**src/rtl/priority_arbiter.sv**
```systemverilog
// priority_arbiter: requester 0 has fixed top priority; the others share round-robin, hold-limited grants
module priority_arbiter #(
  parameter int N_REQ      = 3,
  parameter int HOLD_MAX   = 2,
  parameter int CNT_W      = 8,
  parameter bit PREEMPT_EN = 1'b1
) (
  input  logic                     clk,
  input  logic                     reset,
  input  logic [N_REQ-1:0]         req,
  input  logic [N_REQ-1:0]         done,
  output logic [N_REQ-1:0]         grant,
  output logic [$clog2(N_REQ)-1:0] accmodule,
  output logic [1:0]               mstate,
  output logic                     timeout,
  output logic [CNT_W-1:0]         nb_interrupts
);
  localparam int IW = $clog2(N_REQ);
  typedef enum logic [1:0] {IDLE, HI_ACTIVE, LO_ACTIVE, PREEMPT} state_t;
  state_t           state_q, state_d;
  logic [N_REQ-1:0] grant_q, grant_d;
  logic [IW-1:0]    idx_q, idx_d, ptr_q, ptr_d, ptr_nxt, lo_win;
  logic [7:0]       hold_q, hold_d;
  logic [CNT_W-1:0] cnt_q, cnt_d;
  logic             timeout_q, timeout_d, rearb, lo_found;
  int               c;
  // slot after the current low-priority owner, wrapping back to requester 1
  assign ptr_nxt = (idx_q == IW'(N_REQ - 1)) ? IW'(1) : idx_q + IW'(1);
  // decide whether to re-arbitrate this edge, then pick requester 0 or the round-robin winner
  always_comb begin
    state_d   = state_q;
    grant_d   = grant_q;
    idx_d     = idx_q;
    ptr_d     = ptr_q;
    hold_d    = hold_q;
    cnt_d     = cnt_q;
    timeout_d = 1'b0;
    rearb     = 1'b0;
    lo_found  = 1'b0;
    lo_win    = '0;
    c         = 0;
    case (state_q)
      IDLE:                rearb = 1'b1;
      HI_ACTIVE, PREEMPT:  rearb = done[0];
      LO_ACTIVE: begin
        if (done[idx_q]) begin
          rearb = 1'b1;
          ptr_d = ptr_nxt;
        end else if (PREEMPT_EN && req[0]) begin
          state_d = PREEMPT;
          grant_d = N_REQ'(1);
          idx_d   = '0;
          cnt_d   = (&cnt_q) ? cnt_q : cnt_q + CNT_W'(1);
        end else if (hold_q == 8'(HOLD_MAX - 1)) begin
          rearb     = 1'b1;
          ptr_d     = ptr_nxt;
          timeout_d = 1'b1;
        end else begin
          hold_d = hold_q + 8'd1;
        end
      end
    endcase
    for (int k = 0; k < N_REQ - 1; k++) begin
      c = int'(ptr_d) + k;
      c = (c >= N_REQ) ? c - (N_REQ - 1) : c;
      if (!lo_found && req[c]) begin
        lo_found = 1'b1;
        lo_win   = IW'(c);
      end
    end
    if (rearb) begin
      state_d = req[0] ? HI_ACTIVE : lo_found ? LO_ACTIVE : IDLE;
      grant_d = req[0] ? N_REQ'(1) : lo_found ? N_REQ'(1) << lo_win : '0;
      idx_d   = (!req[0] && lo_found) ? lo_win : '0;
      ptr_d   = (!req[0] && lo_found) ? lo_win : ptr_d;
      hold_d  = (!req[0] && lo_found) ? 8'd0 : hold_d;
    end
  end
  // registered state and outputs, cleared the moment reset goes low
  always_ff @(posedge clk or negedge reset) begin
    if (!reset) begin
      state_q   <= IDLE;
      grant_q   <= '0;
      idx_q     <= '0;
      ptr_q     <= IW'(1);
      hold_q    <= '0;
      cnt_q     <= '0;
      timeout_q <= 1'b0;
    end else begin
      state_q   <= state_d;
      grant_q   <= grant_d;
      idx_q     <= idx_d;
      ptr_q     <= ptr_d;
      hold_q    <= hold_d;
      cnt_q     <= cnt_d;
      timeout_q <= timeout_d;
    end
  end
  assign grant         = grant_q;
  assign accmodule     = idx_q;
  assign mstate        = state_q;
  assign timeout       = timeout_q;
  assign nb_interrupts = cnt_q;
endmodule

```
**config.mk**
```make
export PLATFORM = sky130hd
export DESIGN_NAME = priority_arbiter
export DESIGN_NICKNAME = d
export VERILOG_FILES = /design/src/rtl/priority_arbiter.sv
export SDC_FILE = /design/constraint.sdc
export NUM_CORES = 1
export LEC_CHECK = 0
export BUFFER_PORTS_ARGS = -buffer_cell sky130_fd_sc_hd__buf_2
export CORE_ASPECT_RATIO = 1.4
export CORE_MARGIN = 2
export CORE_UTILIZATION = 40
export CTS_CLUSTER_SIZE = 10
export DETAILED_ROUTE_END_ITERATION = 8
export PLACE_DENSITY_LB_ADDON = 0.25
export SLEW_MARGIN = 10
export SYNTH_ARGS = -nofsm -noshare
export SYNTH_HDL_FRONTEND = slang
export SYNTH_SLANG_ARGS = --single-unit
```
**constraint.sdc**
```tcl
create_clock -name clk -period 3.8 [get_ports clk]
set_clock_uncertainty 0.1 [all_clocks]
set_input_delay 0.38 -clock clk [delete_from_list [all_inputs] [get_ports clk]]
set_output_delay 0.38 -clock clk [all_outputs]
set_load 0.05 [all_outputs]
```
==> results of run 1 <==
-- synthesized netlist by cell type (2+ instances only) --
cell and n:
nor4_1 2, o21ai_1 2, a211oi_1 2, xor2_1 5, or4_4 2, o21ai_0 4
dfrtp_1 25, nand4_1 3, nand2_1 7, and4_1 2, nand4b_1 2, xnor2_1 8
a21o_1 5, o21a_1 2, inv_1 6, nor2_1 15, nand2b_1 3, nand3_1 8
and3_1 2, a21boi_0 2, a21oi_1 7, ha_1 3
-- registers in the layout, indices dropped and copies added, names as in the netlist --
signal and flops:
timeout 1, mstate 2, hold_q 8, grant 3, nb_interrupts 8, accmodule 2, ptr_q 2
-- through the flow --
stage / instances / total power (W) / utilization [%] / worst slack [ps] / cell area [um2]
after floorplan: 142 / 0.000591 / - / 1330 / 1460
after CTS: 209 / 0.000818 / 46.3 / 1220 / 1660
after global routing: 209 / 0.000856 / 46.3 / 1100 / 1660
final: 209 / 0.000814 / 46.3 / 1200 / 1660
after detailed placement: 205 / 0.000663 / 45.0 / 1240 / 1610
after global placement: 205 / 0.000656 / 45.0 / 1310 / 1610
-- layout by cell type (no fill, tap or decap), drive strengths merged, types with 3 or more instances in the layout --
| cell type | instances |
|---|---|
| a21oi | 8 |
| xor2 | 5 |
| xnor2 | 8 |
| o21ai | 6 |
| nand2b | 3 |
| nor2 | 16 |
| buf | 23 |
| nand3 | 8 |
| a21o | 5 |
| nand4 | 3 |
| and3 | 3 |
| ha | 3 |
| a211oi | 3 |
| clkbuf | 4 |
| nand2 | 7 |
| nor4 | 3 |
| dfrtp | 25 |
| inv | 6 |
-- where the power goes --
group,internal [W],leakage [nW],switching [W]
clock,0.0000748,0.0228,0.0000814
combinational,0.0000953,0.417,0.000205
sequential,0.000317,0.346,0.0000406
-- final timing paths --
kind,start,to,cells after the start
max in group asynchronous,reset,ptr_q[0],1
max,hold_q[1],ptr_q[1],8
min in group clk,req[2],ptr_q[0],2
max reg2reg,hold_q[1],ptr_q[1],8
min,reset,mstate[0],1
min reg2reg,grant[2],grant[2],1
-- layout make-up --
type / count / area share [%]
repair buffers: 23 / 6.95
flip-flops and latches: 26 / 39.4
clock buffers: 4 / 2.72
multi-input cells: 108 / 46.5
inverters: 6 / 1.36
well taps: 42 / 3.17
-- routing by layer --
metal | global-route usage, % | up-vias
met5 | 0 | -
met4 | 4.07 | 0
met3 | 2.35 | 2
met2 | 32.4 | 31
met1 | 19.9 | 603
li1 | - | 570
-- cells by family (layout without fill, tap and decap cells) --
group | count (synthesis) | count (layout) | share of synthesized area (%)
AO/OA/AOI/OAI | 36 | 36 | 19.0
XOR/XNOR | 13 | 13 | 7.80
adder cells (fa/ha/maj) | 3 | 3 | 2.57
buffers and inverters | 8 | 33 | 2.57
flip-flops | 26 | 26 | 44.7
multiplexers | 2 | 2 | 1.46
AND/OR/NAND/NOR | 54 | 54 | 22.0
==> flow_summary.ini, run 1 <==
[run_status]
status = finished, violations left
failed_checks = hold timing

[timing]
grt_setup_unrepaired = false
timing.hold.ws_ps = -7.83
fin_tns_setup_ps = 0
fin_crit_ps = 2600
final_hold_viol_count = 9
fin_crit_sh_pct = 68.5
fmax_mhz = 384
tightestPinTransition_ps = 566
setup_viol = 0
drv_slew = 0
slew_headroom_pct = 62.3

[cts]
root_buffer = clkbuf_8
clock_sink_count = 26
clock_latency_ps = 270
path_clk_slew_ps = 90
h-tree-depth = 1
cts_tree = yes
ctsResizeCount = 0
clock_path_buffers = 2
holdBufCountCts = 0
postCtsSetupRepairBufs = 0
cts_buffers = 3

[route]
top_layer_used = met4
drt-pass1-iter-count = 4
wl_per_cell_um = 15.6
wl_um = 3250
avgViaCountPerCell = 5.77
drtIter0Drc = 49
ant_nets = 0
vias = 1206
route.detailed.drc = 0
met2_length_um = 1760
wl_met3_um = 128
wl_met1_um = 1340

[power_and_ir_drop]
vdd_drop_max_mv = 0.439
power.density_nw_per_um2 = 492
leakage_nw = 0.785

[placed_design]
dp_hpwl_um = 2560
globalplace.congestion = 0.842
io_buffers = 23

[floorplanning]
core_area_um2 = 3580
die-area_um2 = 4150
top_level_ports = 24
die_x_um = 55.0
dieHeight_um = 75.5
initial_utilization_pct = 40.8
row_count = 26

[worst_setup_path]
cpLargestDelayFamily = compound AO/OA/AOI/OAI gates
arrival_ps = 2640
worst-path-buf-inv = 1
cp_slowest_cell = or4b_4
worstPathMaxFanout = 8
cp-start-kind = flop
slowest_delay_ps = 480
worst_setup_path_end_kind = flop
r2r_setup_slack_ps = 1200
worstPathCellList = inv_1, ha_1, or4b_4, or2_1, a21oi_2, o21ai_1, o2111a_1, o21bai_1
timing_worst_setup_path_type = reg2reg
worstPathRequired_ps = 3840

[cells_and_area]
fin_nets = 179
num-fill-cells = 353
seq_area_um2 = 652
drive_gt1_share_pct = 24.0
syn2layout_area_growth_pct = 13.6
multi_input_area_um2 = 769
antenna_cells = 0

[yosys]
syn_area_um2 = 1460
netlist.area_leader.share_pct = 42.9
ys_seq_area_share_pct = 44.7
yosysTopAreaCell = dfrtp_1
syn_inst = 142
synthArstFlopShare_pct = 100
yosysWarnings = 0
ys_top_cells_by_area = dfrtp_1 (43%), xnor2_1 (4.8%), nor2_1 (3.9%)
synth-edff-count = 0
synth.distinct_cells = 47
syn_nets = 153
synth_seq_cells = 26
synthFlopType = dfrtp_1
synth_area_per_cell_um2 = 10.3

[grt]
grt.total_usage_pct = 17.2
antenna_found_initial = 0
overflow = 0
grt_start_max_net_pins = 27
grt_pass1_wl_um = 5260
grt_pass1_vias = 1160

[run]
maxCapViolations = 0

[worst_hold_path]
hold_path.class = in2async
Note: power is estimated with default switching activity, not from simulation.
==> run 2: changes to the inputs <==
==> constraint.sdc (replaced) <==
create_clock -name clk -period 2.5 [get_ports clk]
set_clock_uncertainty 0.1 [all_clocks]
set_input_delay 0.25 -clock clk [delete_from_list [all_inputs] [get_ports clk]]
set_output_delay 0.25 -clock clk [all_outputs]
set_load 0.05 [all_outputs]
==> run 2 against run 1 <==
Against the previous run: the flow now finishes without violations; via count up 2.0%; routed wire length up 2.2%; die area unchanged; clock power up 72%; critical path depth unchanged; sequential share of layout area down 2.2 points; flip-flop and latch count unchanged; register-to-register slack worse by 1100 ps; first-iteration DRC count down 27%; utilization up 2.7 points; critical path type unchanged; critical endpoint unchanged; largest cell class unchanged; largest power group unchanged.
==> flow_summary.ini, run 2 (same netlist as run 1, synthesis figures left out) <==
[cells_and_area]
drive_gt1_share_pct = 29.3
final_core_util_pct = 49.0
fin_nets = 186
antenna_cells = 0
final_cell_mix = dfrtp_1 (25), buf_2 (23), nor2_1 (15)
final_common_cell = dfrtp_1
syn2layout_area_growth_pct = 20.2

[worst_setup_path]
cpLargestDelayFamily = simple AND/OR/NAND/NOR gates
worstSetupStartpoint = hold_q[1]
cp-start-kind = flop
worst-path-buf-inv = 1
r2r_setup_slack_ps = 90
timing_worst_setup_path_type = reg2reg
worstPathRequired_ps = 2550
arrival_ps = 2470
slowest_delay_ps = 490
worstPathMaxFanout = 5
worst_setup_path_end_kind = flop
r2r_start = hold_q[1]
cp_slowest_cell = or4b_4
worstPathCellList = inv_1, ha_1, or4b_4, or4_4, a211oi_2, o21ai_2, nor2_4, o21bai_1

[placed_design]
dp_hpwl_um = 2550
io_buffers = 23
globalplace.congestion = 0.835

[floorplanning]
row_count = 26
die-area_um2 = 4150
core_area_um2 = 3580
top_level_ports = 24
dieHeight_um = 75.5
die_x_um = 55.0
initial_utilization_pct = 40.8

[route]
drt-pass1-iter-count = 4
ant_nets = 0
vias = 1230
wl_per_cell_um = 15.4
route.detailed.drc = 0
avgViaCountPerCell = 5.69
wl_um = 3320
drtIter0Drc = 36

[cts]
clock_sink_count = 26
clock_latency_ps = 270
cts_tree = yes
path_clk_slew_ps = 90
h-tree-depth = 1
root_buffer = clkbuf_8
clock_path_buffers = 2
cts_buffers = 3

[grt]
grt_start_max_net_pins = 27
overflow = 0
grt_pass1_vias = 1181
grt_pass1_wl_um = 5440
antenna_found_initial = 0
grt.total_usage_pct = 18.0

[worst_hold_path]
hp-start = req[2]
hold_path.class = in2reg

[timing]
fin_crit_ps = 2410
grt_setup_unrepaired = true
fin_tns_setup_ps = 0
setup_viol = 0
tightestPinTransition_ps = 573
fin_crit_sh_pct = 96.5
drv_slew = 0
fmax_mhz = 414
slew_headroom_pct = 61.8
final_hold_viol_count = 0

[power_and_ir_drop]
vdd_drop_max_mv = 0.503
leakage_nw = 0.829
power.density_nw_per_um2 = 747

[run_status]
status = complete, no violations

[run]
maxCapViolations = 0
run 2: where the power goes:
group          internal (W)  switching [W]  leakage [nW]  total, W
Sequential         0.000482      0.0000590         0.346  0.000541
Clock              0.000141       0.000128        0.0288  0.000269
Combinational      0.000171       0.000329         0.454  0.000501
run 2: worst register-to-register path, stage by stage, from the launching register on:
cell and delay, ps:
dfrtp_1 390, inv_1 60, ha_1 120, or4b_4 490
or4_4 460, a211oi_2 250, o21ai_2 140, nor2_4 190
o21bai_1 100
run 2: stage by stage:
step / instances / area [um2] / total power (W) / hold WS (ps) / worst slack, ps
2_1_floorplan: 142 / 1460 / 0.000898 / -146 / 31.0
3_3_place_gp: 211 / 1660 / 0.00102 / 165 / 57.5
3_5_place_dp: 211 / 1660 / 0.00103 / 181 / 24.9
4_1_cts: 216 / 1720 / 0.00131 / 124 / 3.74
5_1_grt: 216 / 1750 / 0.00139 / 126 / -51.8
6_report: 216 / 1750 / 0.00131 / 137 / 86.4
run 2: final timing paths:
check                            to  depth (start not counted)
max in group asynchronous  ptr_q[0]                          2
min                        ptr_q[0]                          2
max                        ptr_q[1]                          8
min in group asynchronous  grant[0]                          2
min reg2reg                grant[2]                          1
max reg2reg                ptr_q[1]                          8
run 2: area by class of cell:
class,instances,area (um2)
Clock buffer,4,55.1
Fill cell,343,1820
Inverter,6,22.5
Multi-Input combinational cell,108,802
Sequential cell,26,652
Tap cell,42,52.6
Timing Repair Buffer,30,170
run 2: repair_timing:
item	CTS	global route
buffers inserted	0	0
resized for setup	0	7
endpoints found under the setup margin	0	12
hold buffers	1	0
endpoints found under the hold margin	25	0
run 2: metal layers:
| metal | share of wire [%] | vias up | global-route usage, % |
|---|---|---|---|
| li1 | - | 580 | - |
| met1 | 40 | 607 | 21.5 |
| met2 | 54 | 39 | 32.0 |
| met3 | 4.7 | 4 | 1.96 |
| met4 | 1.3 | 0 | 7.32 |
| met5 | 0 | - | 0 |
